==> src/rtl/pixel_pkg.sv <==
// Shared types and constants for the pixel_feeder block.
package pixel_pkg;
  localparam int IMAGE_W = 128;
  localparam int IMAGE_H = 128;
  localparam int ADDR_W  = 14;

  typedef struct packed {
    logic [7:0] r;
    logic [7:0] g;
    logic [7:0] b;
  } pixel_t;

  typedef enum logic {S_IDLE, S_ACK} state_t;
endpackage

==> src/rtl/pixel_fifo.sv <==
// Synchronous FIFO of pixels. Pointers carry one extra wrap bit so full and empty differ.
module pixel_fifo
  import pixel_pkg::*;
#(
  parameter int FIFO_DEPTH = 4
) (
  input  logic   clk,
  input  logic   reset,
  input  logic   push,
  input  logic   pop,
  input  pixel_t din,
  output logic   full,
  output logic   empty,
  output pixel_t head
);
  localparam int IW = $clog2(FIFO_DEPTH);

  pixel_t        mem [FIFO_DEPTH];
  logic [IW:0]   wr_ptr, rd_ptr;

  assign empty = (wr_ptr == rd_ptr);
  assign full  = (wr_ptr[IW] != rd_ptr[IW]) && (wr_ptr[IW-1:0] == rd_ptr[IW-1:0]);
  assign head  = mem[rd_ptr[IW-1:0]];

  always_ff @(posedge clk) begin
    if (reset) begin
      wr_ptr <= '0;
      rd_ptr <= '0;
    end else begin
      if (push && !full) begin
        mem[wr_ptr[IW-1:0]] <= din;
        wr_ptr              <= wr_ptr + (IW+1)'(1);
      end
      if (pop && !empty)
        rd_ptr <= rd_ptr + (IW+1)'(1);
    end
  end
endmodule

==> src/rtl/pixel_feeder.sv <==
// Buffers upstream pixels and answers framebuf's four-phase req/ack, one pixel per handshake.
// Optional per-frame channel checksums when PIXEL_FEEDER_CHECKSUM_EN is defined.
module pixel_feeder
  import pixel_pkg::*;
#(
  parameter int IMAGE_SIZE = 16384,
  parameter int FIFO_DEPTH = 4
) (
  input  logic              clk,
  input  logic              reset,
  input  logic [7:0]        pixel_a_in,
  input  logic [7:0]        pixel_b_in,
  input  logic [7:0]        pixel_c_in,
  input  logic              in_valid,
  output logic              in_ready,
  input  logic              recev_req,
  output logic              recev_ack,
  output logic [7:0]        pixel_a_out,
  output logic [7:0]        pixel_b_out,
  output logic [7:0]        pixel_c_out,
  output logic [ADDR_W-1:0] address,
  output logic              frame_done
`ifdef PIXEL_FEEDER_CHECKSUM_EN
  ,
  output logic [21:0]       sum_r,
  output logic [21:0]       sum_g,
  output logic [21:0]       sum_b
`endif
);
  state_t state, state_n;
  logic   push, pop, load, full, empty, last;
  pixel_t head, pix_q;

  assign in_ready = !full;
  assign push     = in_valid && !full;

  pixel_fifo #(.FIFO_DEPTH(FIFO_DEPTH)) u_fifo (
    .clk   (clk),
    .reset (reset),
    .push  (push),
    .pop   (pop),
    .din   ('{r: pixel_a_in, g: pixel_b_in, b: pixel_c_in}),
    .full  (full),
    .empty (empty),
    .head  (head)
  );

  always_ff @(posedge clk) begin
    if (reset) state <= S_IDLE;
    else       state <= state_n;
  end

  always_comb begin
    state_n = state;
    load    = 1'b0;
    pop     = 1'b0;
    case (state)
      S_IDLE: if (recev_req && !empty) begin
        load    = 1'b1;
        state_n = S_ACK;
      end
      S_ACK: if (!recev_req) begin
        pop     = 1'b1;
        state_n = S_IDLE;
      end
      default: state_n = S_IDLE;
    endcase
  end

  assign recev_ack   = (state == S_ACK);
  assign pixel_a_out = pix_q.r;
  assign pixel_b_out = pix_q.g;
  assign pixel_c_out = pix_q.b;
  assign last        = pop && (address == ADDR_W'(IMAGE_SIZE - 1));

  always_ff @(posedge clk) begin
    if (reset) begin
      pix_q      <= '0;
      address    <= '0;
      frame_done <= 1'b0;
    end else begin
      frame_done <= last;
      if (load) pix_q <= head;
      if (pop)  address <= last ? '0 : address + ADDR_W'(1);
    end
  end

`ifdef PIXEL_FEEDER_CHECKSUM_EN
  logic [21:0] acc_r, acc_g, acc_b;

  // The popped pixel is the one still held in pix_q; the final pop folds into the latched sums.
  always_ff @(posedge clk) begin
    if (reset) begin
      acc_r <= '0; acc_g <= '0; acc_b <= '0;
      sum_r <= '0; sum_g <= '0; sum_b <= '0;
    end else if (pop) begin
      if (last) begin
        sum_r <= acc_r + 22'(pix_q.r);
        sum_g <= acc_g + 22'(pix_q.g);
        sum_b <= acc_b + 22'(pix_q.b);
        acc_r <= '0; acc_g <= '0; acc_b <= '0;
      end else begin
        acc_r <= acc_r + 22'(pix_q.r);
        acc_g <= acc_g + 22'(pix_q.g);
        acc_b <= acc_b + 22'(pix_q.b);
      end
    end
  end
`endif
endmodule

==> config.mk <==
export PLATFORM = sky130hd
export DESIGN_NAME = pixel_feeder
export DESIGN_NICKNAME = d
export VERILOG_FILES = /design/src/rtl/pixel_pkg.sv /design/src/rtl/pixel_fifo.sv /design/src/rtl/pixel_feeder.sv
export SDC_FILE = /design/constraint.sdc
export NUM_CORES = 1
export LEC_CHECK = 0
export ABC_AREA = 1
export CAP_MARGIN = 40
export CORE_MARGIN = 2
export CORE_UTILIZATION = 30
export CTS_BUF_LIST = sky130_fd_sc_hd__clkbuf_4
export CTS_CLUSTER_SIZE = 20
export DETAILED_ROUTE_END_ITERATION = 8
export GPL_ROUTABILITY_DRIVEN = 0
export PLACE_DENSITY_LB_ADDON = 0.25
export SLEW_MARGIN = 20
export SYNTH_ARGS = -nofsm -noshare
export SYNTH_HDL_FRONTEND = slang
export SYNTH_SLANG_ARGS = --single-unit
==> constraint.sdc <==
create_clock -name clk -period 3.45 [get_ports clk]
set_input_delay 0.69 -clock clk [delete_from_list [all_inputs] [get_ports clk]]
set_output_delay 0.69 -clock clk [all_outputs]
set_load 0.02 [all_outputs]
Yosys cells after proc, flatten, opt, wreduce, memory -nomap -nowiden. Memory sizes are Yosys's and may differ from the RTL's. A register that Yosys moved wholly into a read port is not among the register bits. Index checks and enable logic that the tools add are counted.

$lt $le $gt $ge: 0. Div/mod/pow operators: 0. Add/subtract/negate cells: 3. Mux-type cells: 10. Reductions and logical operators: 8. Shifts and indexed selects: 0. Eq/ne operators: 4. Multiply operators: 0. Bitwise logic cells: 1.

Operator list (number): $add 14x1->14 const B (1); $eq 14x14->1 const B (1); $mux 14 (1); $mux 1 (8); $add 3x1->3 const B (2); $logic_and 1x1->1 (6); $eq 3x3->1 (1); $eq 2x2->1 (1); $logic_not 1->1 (2); $pmux 1 s2 (1); $ne 1x1->1 (1); $not 1->1 (1).

Memories: 1. Memory bits (writable): 96. Memory bits (read-only): 0. Input bits: 28. Register bits: 22. Bits in latches: 0. Output and inout bits: 41.

Memories: u_fifo.mem (depth 4, width 24, read ports 1, clocked after Yosys merged registers in 1, write ports 1, line pixel_fifo.sv:18) `pixel_t mem [FIFO_DEPTH];`.

Depth between registers and ports, before layout. Gate-level depths: netlist of run 1.

Depth in word-level cells: 8. Gate-level depth with buffers: 11.

Hierarchy. A second synthesis of run 1 with hierarchy kept.

Cells, all modules: 547. Area, all modules: 5918.2 µm².

By module, submodules not included: pixel_fifo (instances 1, sequential area each 3042.9 µm², cells an instance 307, area each 4070.2 µm²); pixel_feeder (instances 1, sequential area each 800.8 µm², cells an instance 240, area each 1848.0 µm²).

Least setup slack after synthesis of run 1. Ideal clock, no wire load.

Kind: in2reg. Start point: in reset. End point: mem u_fifo.mem[1][0] (netlist bit) (enable). Stages: 5. Arrival: 2.226 ns. Path slack: 0.819 ns. Path buffers: 2. Cell sequence: clkbuf_1 -> inv_1 -> buf_2 -> nand2_1 -> nor2_1.

Longest elaborated chain between the ends: 2.

Ends and longest elaborated chain: from (decl) (line pixel_feeder.sv:10) `input logic reset,`; $mux 1 (line pixel_fifo.sv:26) `if (reset) begin`; $mux 1 (implied by the code) (line pixel_fifo.sv:31) `mem[wr_ptr[IW-1:0]] <= din;`; to (decl) (line pixel_fifo.sv:18).

Every way passes these cells.

Final worst setup path of run 1.
Start point: reg u_fifo.rd_ptr[1]. End point: out in_ready.

Longest elaborated chain between the ends: 3.

Ends and longest elaborated chain: from (decl) (line pixel_fifo.sv:19) `logic [IW:0] wr_ptr, rd_ptr;`; from (signal assigned) (line pixel_fifo.sv:35) `rd_ptr <= rd_ptr + (IW+1)'(1);`; $eq 2x2->1 (line pixel_fifo.sv:22) `assign full = (wr_ptr[IW] != rd_ptr[IW]) && (wr_ptr[IW-1:0] == rd_ptr[IW-1:0]);`; $logic_and 1x1->1 (line pixel_fifo.sv:22); $logic_not 1->1 (line pixel_feeder.sv:34) `assign in_ready = !full;`; to (decl) (line pixel_feeder.sv:15) `output logic in_ready,`.

Every way passes these cells.

==> summary.txt, run 1 <==
Cells and area
  • Layout area overhead: 21.6%
  • Final instance area: 7650 um^2
  • NumNets Final: 828
  • Filler instances: 2,127
  • Layout cell share with drive strength beyond 1: 0.0706
  • Final core utilization: 0.375

Timing
  • Fin Clk Skew: 0.0160 ns
  • Clock period minus worst slack: 2.97 ns
  • Sum Neg Setup Slack: 0 ns
  • RSZ-0062 raised after global routing: false
  • Fin Hold WS: 0.468 ns
  • Setup-failing EPs final: 0
  • Final Max Tran Viols: 0
  • Crit share post-route: 0.862
  • Slew at the pin with the worst max-slew slack: 0.580 ns
  • Relative slew slack: 0.613
  • Fmax: 336 MHz
  • Hold Violations, Final: 0

Critical path
  • R2r worst-path depth: 9
  • Setup Crit Path Kind: flop to output port
  • Worst Setup End Kind: output port
  • Worst EP required: 2.76 ns
  • Arrival time at the worst endpoint: 2.28 ns
  • Worst r2r src: u_fifo.rd_ptr[1]
  • Reg2Reg Setup Slack: 1.13 ns
  • CP startpoint kind: flop
  • R2R Path End: u_fifo.mem[1][8]
  • Worst Path Max Fanout: 27

Clock tree
  • Worst-Skew Late Latency: 0.55 ns
  • Post-CTS Resized: 0
  • Clock sink count: 142
  • Max H-tree Level: 4
  • Hold_buf cts: 0
  • Root buf cell: clkbuf_4
  • Num CTS Buffers: 17
  • Clk pin slew, worst setup/hold paths: 0.13 ns
  • Post-CTS Setup Bufs: 0
  • CTS max path bufs: 2
  • CTS tree: yes

Drt
  • DRT Pass-1 Iters: 4
  • First-iteration detailed-routing DRC count: 236
  • Routed vias/inst: 4.16
  • DRC Markers: 0
  • WL final: 13,700 um
  • ANT nets after route: 0
  • Routed via count: 4,480
  • Routed WL per cell: 12.7 um

Worst hold path
  • Hold WC Path Type: flop to flop
  • Hold path endpoint: address[12]
  • Worst Hold Depth: 2
  • Min-Delay Startpoint: address[12]

Power and ir drop
  • Cell Pwr Density: 473 nW/um^2
  • Peak supply drop: 0.175 mV
  • Tot Pwr: 3620 uW
  • P_leak: 0.00336 uW

Floorplan
  • Row count: 52
  • DIE AREA: 22,100 um^2
  • Die height: 149 um
  • IO Pins: 69
  • Core Region: 20,400 um^2
  • Initial core utilization: 0.308
  • Die Span X: 149 um

GRT
  • Largest net degree at the start of global routing: 53
  • Initial antenna violation count: 1
  • First-pass GRT wire length: 22,300 um
  • Total GRT Usage: 0.131
  • Vias in the first global route: 4,137
  • Gr ovfl total: 0

Placed design
  • Final HPWL from detailed placement: 8890 um
  • DP Area: 7290 um^2
  • I/O Buffers: 68

Synthesis
  • Mean Syn Cell Area: 8.68 um^2
  • Post-synthesis sequential area ratio: 0.605
  • Flops & latches, synth: 142
  • Synth warnings: 0
  • Post-Syn Nets: 759
  • Synth cell types: 26
  • Post-Syn Instances: 725
  • Synth Cell Area: 6290 um^2

Job
  • Max_cap viols: 0

Run status
  • Status: finished clean
## layout by cell type (no fill, tap or decap)
master and instances:
ha_1 6, nand3_1 89, nor3_1 2, dfxtp_2 1, xnor2_2 1, buf_12 2, nor2_4 1, clkinvlp_4 3
nand3_2 1, diode_2 1, edfxtp_1 96, buf_4 7, bufinv_16 5, dfxtp_1 45, xnor2_1 1, clkinv_4 2
inv_2 4, clkdlybuf4s50_1 68, nand4_1 3, a21oi_1 6, nor2_1 80, clkbuf_4 19, xor2_1 4, inv_1 150
clkinv_2 1, inv_6 2, nand3b_1 2, o21ai_1 5, nor2_2 6, o21ai_0 3, buf_16 1, inv_4 1
nand2_1 190
## how the worst max path moves through the flow
stage | start | endpoint | slack (ns)
2_1_floorplan | reset | u_fifo.mem[1][0] | 0.82
3_3_place_gp | reset | u_fifo.mem[0][3] | 0.91
3_5_place_dp | in_valid | u_fifo.mem[0][3] | 0.87
4_1_cts | u_fifo.rd_ptr[1] | in_ready | 0.43
5_1_grt | u_fifo.rd_ptr[1] | in_ready | 0.30
6_report | u_fifo.rd_ptr[1] | in_ready | 0.48
## layout make-up
| type | count | area [um^2] | share of cell area |
|---|---|---|---|
| sequential | 142 | 3800 | 0.497 |
| multi-input combinational | 400 | 1770 | 0.231 |
| timing repair buffer | 78 | 801 | 0.105 |
| inverter | 155 | 584 | 0.0764 |
| tap | 270 | 338 | 0.0441 |
| clock inverter | 13 | 213 | 0.0278 |
| clock buffer | 19 | 143 | 0.0186 |
| antenna | 1 | 2.50 | 0.000327 |
## worst max-delay path, cell delays in order (launching register included)
cell and delay, ns:
dfxtp_1 0.39, buf_4 0.37, nand2_1 0.09, nand2_1 0.11
nand3_1 0.18, clkdlybuf4s50_1 0.59
## Yosys cell counts, drive strengths merged
master,count,share of area
buf,14,0.015
clkbuf,14,0.0084
nand2,190,0.11
xor2,4,0.0056
edfxtp,96,0.46
nor3,2,0.0016
nand4,3,0.0030
nand3b,2,0.0024
dfxtp,46,0.15
a21oi,6,0.0048
xnor2,2,0.0040
nor2,87,0.054
inv,155,0.093
o21ai,8,0.0064
nand3,90,0.072
ha,6,0.012
## cells by family after synthesis
group	Yosys count	share of synthesized area
and+or+nand+nor	374	0.247
xor gates and xnor gates	6	0.00955
DFF	142	0.605
buffers and inverters	183	0.116
adders and majority gates	6	0.0119
AOI/OAI and AO/OA	14	0.0111
## registers in the layout, indices dropped and copies added, names as in the netlist
signal / count
pixel_c_out: 8
u_fifo.rd_ptr: 3
frame_done: 1
u_fifo.mem: 96
u_fifo.wr_ptr: 3
address: 14
pixel_b_out: 8
recev_ack: 1
pixel_a_out: 8
## power by group
group	internal [uW]	switching (uW)	leakage, uW
logic	168	255	0.00193
registers	1880	31.3	0.00125
clock network	669	618	0.000180
total	2720	904	0.00336
## routing by layer
layer / up-vias / GRT usage / share of wire
li1: 2372 / - / -
met1: 2018 / 0.180 / 0.49
met2: 75 / 0.203 / 0.45
met3: 15 / 0.0327 / 0.040
met4: 0 / 0.0443 / 0.012
met5: - / 0 / 0
## per-stage QoR
step	std cells	setup slack, ns
after floorplan	725	0.819
after global placement	1044	0.912
after detailed placement	1045	0.868
after CTS	1077	0.431
after global routing	1078	0.299
final	1078	0.477
(Power assumes the default switching activity.)
==> run 2, diff against run 1 <==
--- a/config.mk
+++ b/config.mk
@@ -18,3 +18,4 @@
 export SYNTH_ARGS = -nofsm -noshare
 export SYNTH_HDL_FRONTEND = slang
 export SYNTH_SLANG_ARGS = --single-unit
+export TNS_END_PERCENT = 20
==> results of run 2 <==
Final layout, timing and power as in run 1 (identical DEF).
==> run 3, diff against run 2 <==
--- a/config.mk
+++ b/config.mk
@@ -17,5 +17,6 @@
 export SLEW_MARGIN = 20
 export SYNTH_ARGS = -nofsm -noshare
 export SYNTH_HDL_FRONTEND = slang
+export SYNTH_HIERARCHICAL = 1
 export SYNTH_SLANG_ARGS = --single-unit
 export TNS_END_PERCENT = 20
==> constraint.sdc (replaced) <==
create_clock -name clk -period 2.7 [get_ports clk]
set_input_delay 0.54 -clock clk [delete_from_list [all_inputs] [get_ports clk]]
set_output_delay 0.54 -clock clk [all_outputs]
set_load 0.02 [all_outputs]
==> summary.txt, run 3 <==
Cells and area
  • Commonest non-fill, non-tap cell in the layout: edfxtp_1
  • Layout area overhead: 21.7%
  • Layout cell share with drive strength beyond 1: 0.121
  • Leading cell types in the layout, fill and taps excluded: edfxtp_1 (96), nor2_1 (78), nand2_1 (69), clkdlybuf4s50_1 (67), o21ai_0 (50)
  • ANT cells: 0
  • Max reg flops: 96
  • NumNets Final: 657
  • Final instance area: 7200 um^2
  • Final core utilization: 0.371

Critical path
  • Crit path buf inv count: 1
  • Worst Path Max Fanout: 6
  • Worst EP required: 2.16 ns
  • Critical path cell sequence: clkdlybuf4s50_1
  • Setup Crit Path Kind: flop to output port
  • Slowest stage delay, CP: 0.66 ns
  • Crit path max-delay cell type: clkdlybuf4s50_1
  • Worst Setup End Kind: output port
  • Arrival time at the worst endpoint: 1.71 ns
  • Top delay family on crit path: buffers and inverters
  • CP startpoint kind: flop

GRT
  • Total GRT Usage: 0.136
  • Gr ovfl total: 0
  • Largest net degree at the start of global routing: 49
  • Vias in the first global route: 4,183
  • First-pass GRT wire length: 21,300 um
  • Initial antenna violation count: 0

Timing
  • Fin worst setup slack: 0.450 ns
  • Slew at the pin with the worst max-slew slack: 0.728 ns
  • Fmax: 444 MHz
  • Hold Violations, Final: 0
  • Final Max Tran Viols: 0
  • Relative slew slack: 0.514
  • RSZ-0062 raised after global routing: false
  • Setup-failing EPs final: 0
  • Fin Clk Skew: 0.0233 ns
  • Clock period minus worst slack: 2.25 ns
  • Sum Neg Setup Slack: 0 ns
  • Fin Hold WS: 0.468 ns
  • Crit share post-route: 0.833

Clock tree
  • Clk pin slew, worst setup/hold paths: 0.14 ns
  • Root buf cell: clkbuf_4
  • Num CTS Buffers: 17
  • Clock sink count: 144
  • Post-CTS Setup Bufs: 0
  • CTS tree: yes
  • Worst-Skew Late Latency: 0.54 ns
  • Max H-tree Level: 4
  • CTS max path bufs: 2

Synthesis
  • Synth Cell Area: 5920 um^2
  • Synth warnings: 6
  • Most used DFF post-synth: edfxtp_1
  • Yosys top cell area share: 0.487
  • Post-Syn Instances: 547
  • Flops & latches, synth: 144
  • Largest area contributor in the netlist: edfxtp_1
  • Synth cell types: 37
  • Post-synth EDFFs: 96
  • Synth top area cells: edfxtp_1 (49%), dfxtp_1 (16%), nor2_1 (5.1%), nand2_1 (4.4%), o21ai_0 (4.2%)
  • Count leader, synth: edfxtp_1
  • Post-synthesis sequential area ratio: 0.649
  • Top cells by count, synth: edfxtp_1 (96), nor2_1 (81), nand2_1 (69)
  • Post-Syn Nets: 581
  • FFs w/ async S/R, synth: 0
  • Mean Syn Cell Area: 10.8 um^2

Drt
  • DRC Markers: 0
  • Routed via count: 4,185
  • First-iteration detailed-routing DRC count: 278
  • DRT Pass-1 Iters: 5
  • Routed vias/inst: 4.64
  • ANT nets after route: 0
  • Routed WL per cell: 14.8 um
  • WL final: 13,400 um

Power and ir drop
  • Cell Pwr Density: 618 nW/um^2
  • P_leak: 0.00251 uW
  • Peak supply drop: 0.272 mV

Placed design
  • DP Worst Slack: 0.399 ns
  • I/O Buffers: 68
  • Final HPWL from detailed placement: 8970 um
  • DP Area: 6870 um^2

Job
  • Max_cap viols: 0

Floorplan
  • Die height: 144 um
  • Die Span X: 144 um
  • Core Region: 19,400 um^2
  • Row count: 51
  • Initial core utilization: 0.305
  • IO Pins: 69
  • DIE AREA: 20,900 um^2

Worst hold path
  • Hold WC Path Type: flop to flop

Run status
  • Status: finished clean
run 3: metrics by stage:
| step | instances | power, uW |
|---|---|---|
| 4_1_cts | 901 | 4510 |
| 6_report | 901 | 4450 |
| 5_1_grt | 901 | 4640 |
| 2_1_floorplan | 547 | 2780 |
| 3_3_place_gp | 869 | 2950 |
| 3_5_place_dp | 869 | 2960 |
run 3: logic make-up (layout without fill, tap and decap cells):
logic type                 Yosys count  count (layout)  synth area share
adders and majority gates            6               6            0.0127
and+or+nand+nor                    219             219             0.175
AOI/OAI and AO/OA                  111             111             0.103
buffers and inverters               65             154            0.0575
DFF                                144             144             0.649
xor gates and xnor gates             2               2           0.00296
run 3: cell type report:
type,count,area [um^2]
clock buffer,19,143
tap,265,332
inverter,42,160
fill,1924,12200
sequential,144,3850
clock inverter,13,186
timing repair buffer,80,786
multi-input combinational,338,1750
run 3: final timing paths:
kind | start | slack [ns] | cells past startpoint | endpoint
worst max register to register | u_fifo/rd_ptr[2] | 0.59 | 9 | u_fifo/mem[1][2]
worst min-delay path | pixel_a_out[1] | 0.47 | 2 | pixel_a_out[1]
worst max-delay path | address[3] | 0.45 | 1 | address[3]
worst min register to register | pixel_a_out[1] | 0.47 | 2 | pixel_a_out[1]
run 3: repair_timing:
action	in CTS	in global routing
hold buffers	0	0
endpoints found under the setup margin	1	1
resized for setup	2	2
run 3: power by group:
group          switching, uW  internal [uW]
clock network            785            761
logic                    274            168
registers               34.6           2430
total                   1090           3350
run 3: per-layer routing:
layer	vias up	track usage	part of all wire
met3	10	0.0387	0.054
li1	2056	-	-
met1	2016	0.168	0.45
met4	0	0.0460	0.010
met2	103	0.228	0.49
met5	-	0	0
